### config.mk
export PLATFORM = sky130hd
export DESIGN_NAME = bin_to_bcd_seq
export DESIGN_NICKNAME = d
export VERILOG_FILES = /design/src/rtl/bin_to_bcd_seq.sv
export SDC_FILE = /design/constraint.sdc
export NUM_CORES = 1
export LEC_CHECK = 0
export BUFFER_PORTS_ARGS = -buffer_cell sky130_fd_sc_hd__buf_2
export CAP_MARGIN = 20
export CORE_ASPECT_RATIO = 0.5
export CORE_MARGIN = 3
export CORE_UTILIZATION = 50
export CTS_CLUSTER_SIZE = 40
export DETAILED_ROUTE_END_ITERATION = 16
export PLACE_DENSITY = 0.8
export SETUP_SLACK_MARGIN = 0.2
export SYNTH_ARGS = -nofsm -noshare
export SYNTH_HDL_FRONTEND = slang
export SYNTH_SLANG_ARGS = --single-unit
### constraint.sdc
create_clock -name clk -period 2.3 [get_ports clk]
set_input_delay 0.46 -clock clk [delete_from_list [all_inputs] [get_ports clk]]
set_output_delay 0.46 -clock clk [all_outputs]
set_load 0.005 [all_outputs]
### src/rtl/bin_to_bcd_seq.sv
// Sequential 8-bit binary to 3-digit BCD converter (shift-and-add-3). Optional macro: BCD_AUTO_START_EN.
// Latency: digits and done are registered 9 cycles after the edge that samples start.
// Backpressure: none; start and bin are ignored while busy, so one conversion per 10 cycles at most.
module bin_to_bcd_seq (
    input  logic       clk,
    input  logic       rst,
    input  logic       start,
    input  logic [7:0] bin,
    output logic       busy,
    output logic       done,
    output logic [7:0] hundreds,
    output logic [7:0] tens,
    output logic [7:0] ones
);

    typedef enum logic [1:0] {
        IDLE  = 2'd0,
        SHIFT = 2'd1,
        DONE  = 2'd2
    } state_t;

    state_t      state;
    logic [11:0] scratch;
    logic [7:0]  shift_reg;
    logic [2:0]  iter_cnt;
    logic [11:0] scratch_adj;
    logic        go;

`ifdef BCD_AUTO_START_EN
    logic [7:0] last_bin;
    assign go = start || (bin != last_bin);
`else
    assign go = start;
`endif

    // Nibbles >= 5 would become >= 10 after the shift; pre-correct by 3.
    always_comb begin
        scratch_adj = scratch;
        if (scratch[3:0]  >= 4'd5) scratch_adj[3:0]  = scratch[3:0]  + 4'd3;
        if (scratch[7:4]  >= 4'd5) scratch_adj[7:4]  = scratch[7:4]  + 4'd3;
        if (scratch[11:8] >= 4'd5) scratch_adj[11:8] = scratch[11:8] + 4'd3;
    end

    always_ff @(posedge clk) begin
        if (rst) begin
            state     <= IDLE;
            busy      <= 1'b0;
            done      <= 1'b0;
            hundreds  <= 8'd0;
            tens      <= 8'd0;
            ones      <= 8'd0;
            scratch   <= 12'd0;
            shift_reg <= 8'd0;
            iter_cnt  <= 3'd0;
`ifdef BCD_AUTO_START_EN
            last_bin  <= 8'd0;
`endif
        end else begin
            done <= 1'b0;
            case (state)
                IDLE: begin
                    if (go) begin
                        shift_reg <= bin;
                        scratch   <= 12'd0;
                        iter_cnt  <= 3'd0;
                        busy      <= 1'b1;
                        state     <= SHIFT;
`ifdef BCD_AUTO_START_EN
                        last_bin  <= bin;
`endif
                    end
                end
                SHIFT: begin
                    scratch   <= {scratch_adj[10:0], shift_reg[7]};
                    shift_reg <= {shift_reg[6:0], 1'b0};
                    iter_cnt  <= iter_cnt + 3'd1;
                    if (iter_cnt == 3'd7) begin
                        state <= DONE;
                    end
                end
                DONE: begin
                    hundreds <= {4'h0, scratch[11:8]};
                    tens     <= {4'h0, scratch[7:4]};
                    ones     <= {4'h0, scratch[3:0]};
                    done     <= 1'b1;
                    busy     <= 1'b0;
                    state    <= IDLE;
                end
                default: begin
                    busy  <= 1'b0;
                    state <= IDLE;
                end
            endcase
        end
    end

endmodule

==> impl_metrics.yaml <==
setup_path:
  path_max_fanout: 4
  crit_path_top_delay_cell: "dfxtp_1"
  crit_family: "compound AO/OA/AOI/OAI gates"
  crit_path_max_incr_delay_ns: 0.42
  critPathArrivalTime_ns: 1.82
  end_kind: "flip-flop"
  start_kind: "flip-flop"
  critical_path_buf_inv_count: 1
  critical_path_class: "flip-flop to flip-flop"
  crit_chain: "inv_1 -> ha_1 -> nand2b_1 -> a21oi_1 -> mux2i_1 -> a22o_1"
  cp_data_required_time_ns: 2.48
finish:
  n_antenna_cell: 0
  largest_reg_flops: 12
  fin_util_pct: 60.9
  layout-drive-gt1-share_pct: 17.7
  final_nets: 244
  area_growth_pct: 9.24
  fillers: 291
routing:
  drtIter0Drc: 80
  num_vias: 1387
  vias_per_cell: 5.06
  drt-total-wl_microns: 3480
  drc: 0
  ant_nets: 0
  wl_per_cell_microns: 12.7
  firstDrtPassIters: 4
timing:
  setup_viol: 0
  grt_setup_unrepaired: "false"
  drv_slew: 0
  maxSlewHeadroom_pct: 61.4
  final_hold_viol_count: 0
  whs_ns: 0.438
  skew_ns: 0.00487
  post-route-min-period_ns: 1.64
  worst_pin_slew_ns: 0.579
  finalWorstSetupSlack_ns: 0.658
  max_freq_ghz: 0.609
  finalCritPeriodShare_pct: 71.4
  setup_tns_ns: 0
pwr:
  p_leak_nw: 0.820
  seq_power_share_pct: 54.5
  combPwrFrac_pct: 6.6
  ir_drop_uv: 278
  p_sw_share_pct: 22.9
  power.switching_w: 0.000295
  power_density_mw_per_mm2: 661
  pwr-share-clk_pct: 38.8
  intPower_w: 0.000994
  fin_total_pwr_w: 0.00129
cts:
  cts_buffer_depth: 2
  clock_tree.root_cell: "clkbuf_8"
  cts_resized: 0
  cts_htree_levels: 2
  cts.clk_slew.worst_paths_ns: 0.07
  hold_buffers: 0
  clock_latency_ns: 0.29
  cts.sinks: 39
  cts_buffers: 5
  tritoncts: "done"
  post_cts_buffers: 0
floorplan:
  initial_core_util_pct: 55.7
  die_w_microns: 90.5
  io_pins: 37
  coreArea_sq_mm: 0.00321
  die_y_microns: 48.3
  die_area_sq_mm: 0.00437
  rows: 14
yosys:
  yosysWarningCount: 0
  synth_cells: 205
  yosysTopAreaCellShare_pct: 43.7
  synth.yosys.seq_area_share_pct: 43.7
  synth_area_leaders: "dfxtp_1 44%, nand2_1 8.2%, a21oi_1 5.9%"
  synth_async_sr_flop_share_pct: 0
  netlist_area_sq_mm: 0.00179
  synth_edf_count: 0
  syn_avg_cell_area_sq_um: 8.72
  synth_seq_cells: 39
  synthDistinctLibCells: 32
  yosys.area.top_type: "dfxtp_1"
  synth_flop_cell: "dfxtp_1"
  synth_common_cells: "39 x dfxtp_1, 39 x nand2_1, 21 x a21oi_1, 17 x nor2_1, 12 x buf_4"
global_routing:
  grt_max_degree: 33
  grt_pass1_vias: 1205
  gr-total-overflow: 0
  grtUsageTotal_pct: 16.5
  grt_pass1_wl_microns: 5430
  antenna_found_initial: 0
place:
  port_buffers: 24
  place_hpwl_microns: 2380
  globalplace.congestion: 0.791
  place_ws_ns: 0.682
min_path:
  hold_class: "input pin to flip-flop"
status:
  status: "complete, no violations"
flow_run:
  maxCapViolations: 0
-- final cells by class --
type	instances	area, sq um	share of cell area, %
clock buffers	8	100	5.13
inverters	7	26.3	1.35
multi-input cells	148	865	44.3
flip-flops and latches	39	781	40.0
well taps	48	60.1	3.08
repair buffers	24	120	6.15
-- per-layer routing --
layer,wire length (microns),vias up,global-route usage (%),part of all wire [%]
met5,0,-,0,0
met2,1600,39,32.0,46
met4,21,0,5.47,0.60
li1,-,711,-,-
met1,1630,635,17.7,47
met3,225,2,6.16,6.5
-- cell usage in the layout, fill, tap and decap left out, types with 4 or more instances in the layout --
cell      synthesis  layout
nor2_1           17      17
conb_1            1      12
nand2_1          39      39
a21oi_1          21      21
clkbuf_8          0       7
o21ai_0           5       5
buf_2             4      24
ha_1              8       8
dfxtp_1          39      39
nor3_1            4       4
a311oi_1          6       6
a22o_1            8       8
inv_1             6       6
-- kinds of logic (layout without fill, tap and decap cells) --
| kind of cell | count (synthesis) | in the layout | share of synthesized area [%] |
|---|---|---|---|
| AOI/OAI and AO/OA | 45 | 45 | 16.7 |
| xor gates and xnor gates | 5 | 5 | 2.45 |
| adders and majority gates | 8 | 8 | 5.60 |
| buffers and inverters | 29 | 39 | 10.2 |
| DFF | 39 | 39 | 43.7 |
| muxes | 3 | 3 | 1.68 |
| other | 1 | 12 | 0.210 |
| and+or+nand+nor | 75 | 75 | 19.4 |
-- worst min-delay path: cells and delay by family --
kind                   cells  cell delay, ns
buffers and inverters      1            0.10
AND/OR/NAND/NOR            1            0.04
AO/OA/AOI/OAI              1            0.08
-- worst paths after layout --
check | startpoint | to | slack [ns] | depth (start not counted)
max | scratch[1]$_SDFFE_PP0P_ | scratch[2]$_SDFFE_PP0P_ | 0.66 | 6
max reg2reg | scratch[1]$_SDFFE_PP0P_ | scratch[2]$_SDFFE_PP0P_ | 0.66 | 6
min reg2reg | tens[2]$_SDFFE_PP0P_ | tens[2]$_SDFFE_PP0P_ | 0.45 | 2
min | bin[2] | shift_reg[2]$_SDFFE_PP0P_ | 0.44 | 3
-- through the flow --
step,cell area (sq um),instances
after global placement,1850,266
after CTS,1950,274
final,1950,274
after global routing,1950,274
after floorplan,1830,216
after detailed placement,1850,266
-- power groups by stage --
stage | Sequential (W) | Combinational, W | Clock, W
after global routing | 0.000705 | 0.0000955 | 0.000542
after global placement | 0.000718 | 0.0000813 | 0
after floorplan | 0.000716 | 0.0000840 | 0
final | 0.000703 | 0.0000854 | 0.000501
after CTS | 0.000703 | 0.0000853 | 0.000505
after detailed placement | 0.000719 | 0.0000846 | 0
(Power assumes the default switching activity.)
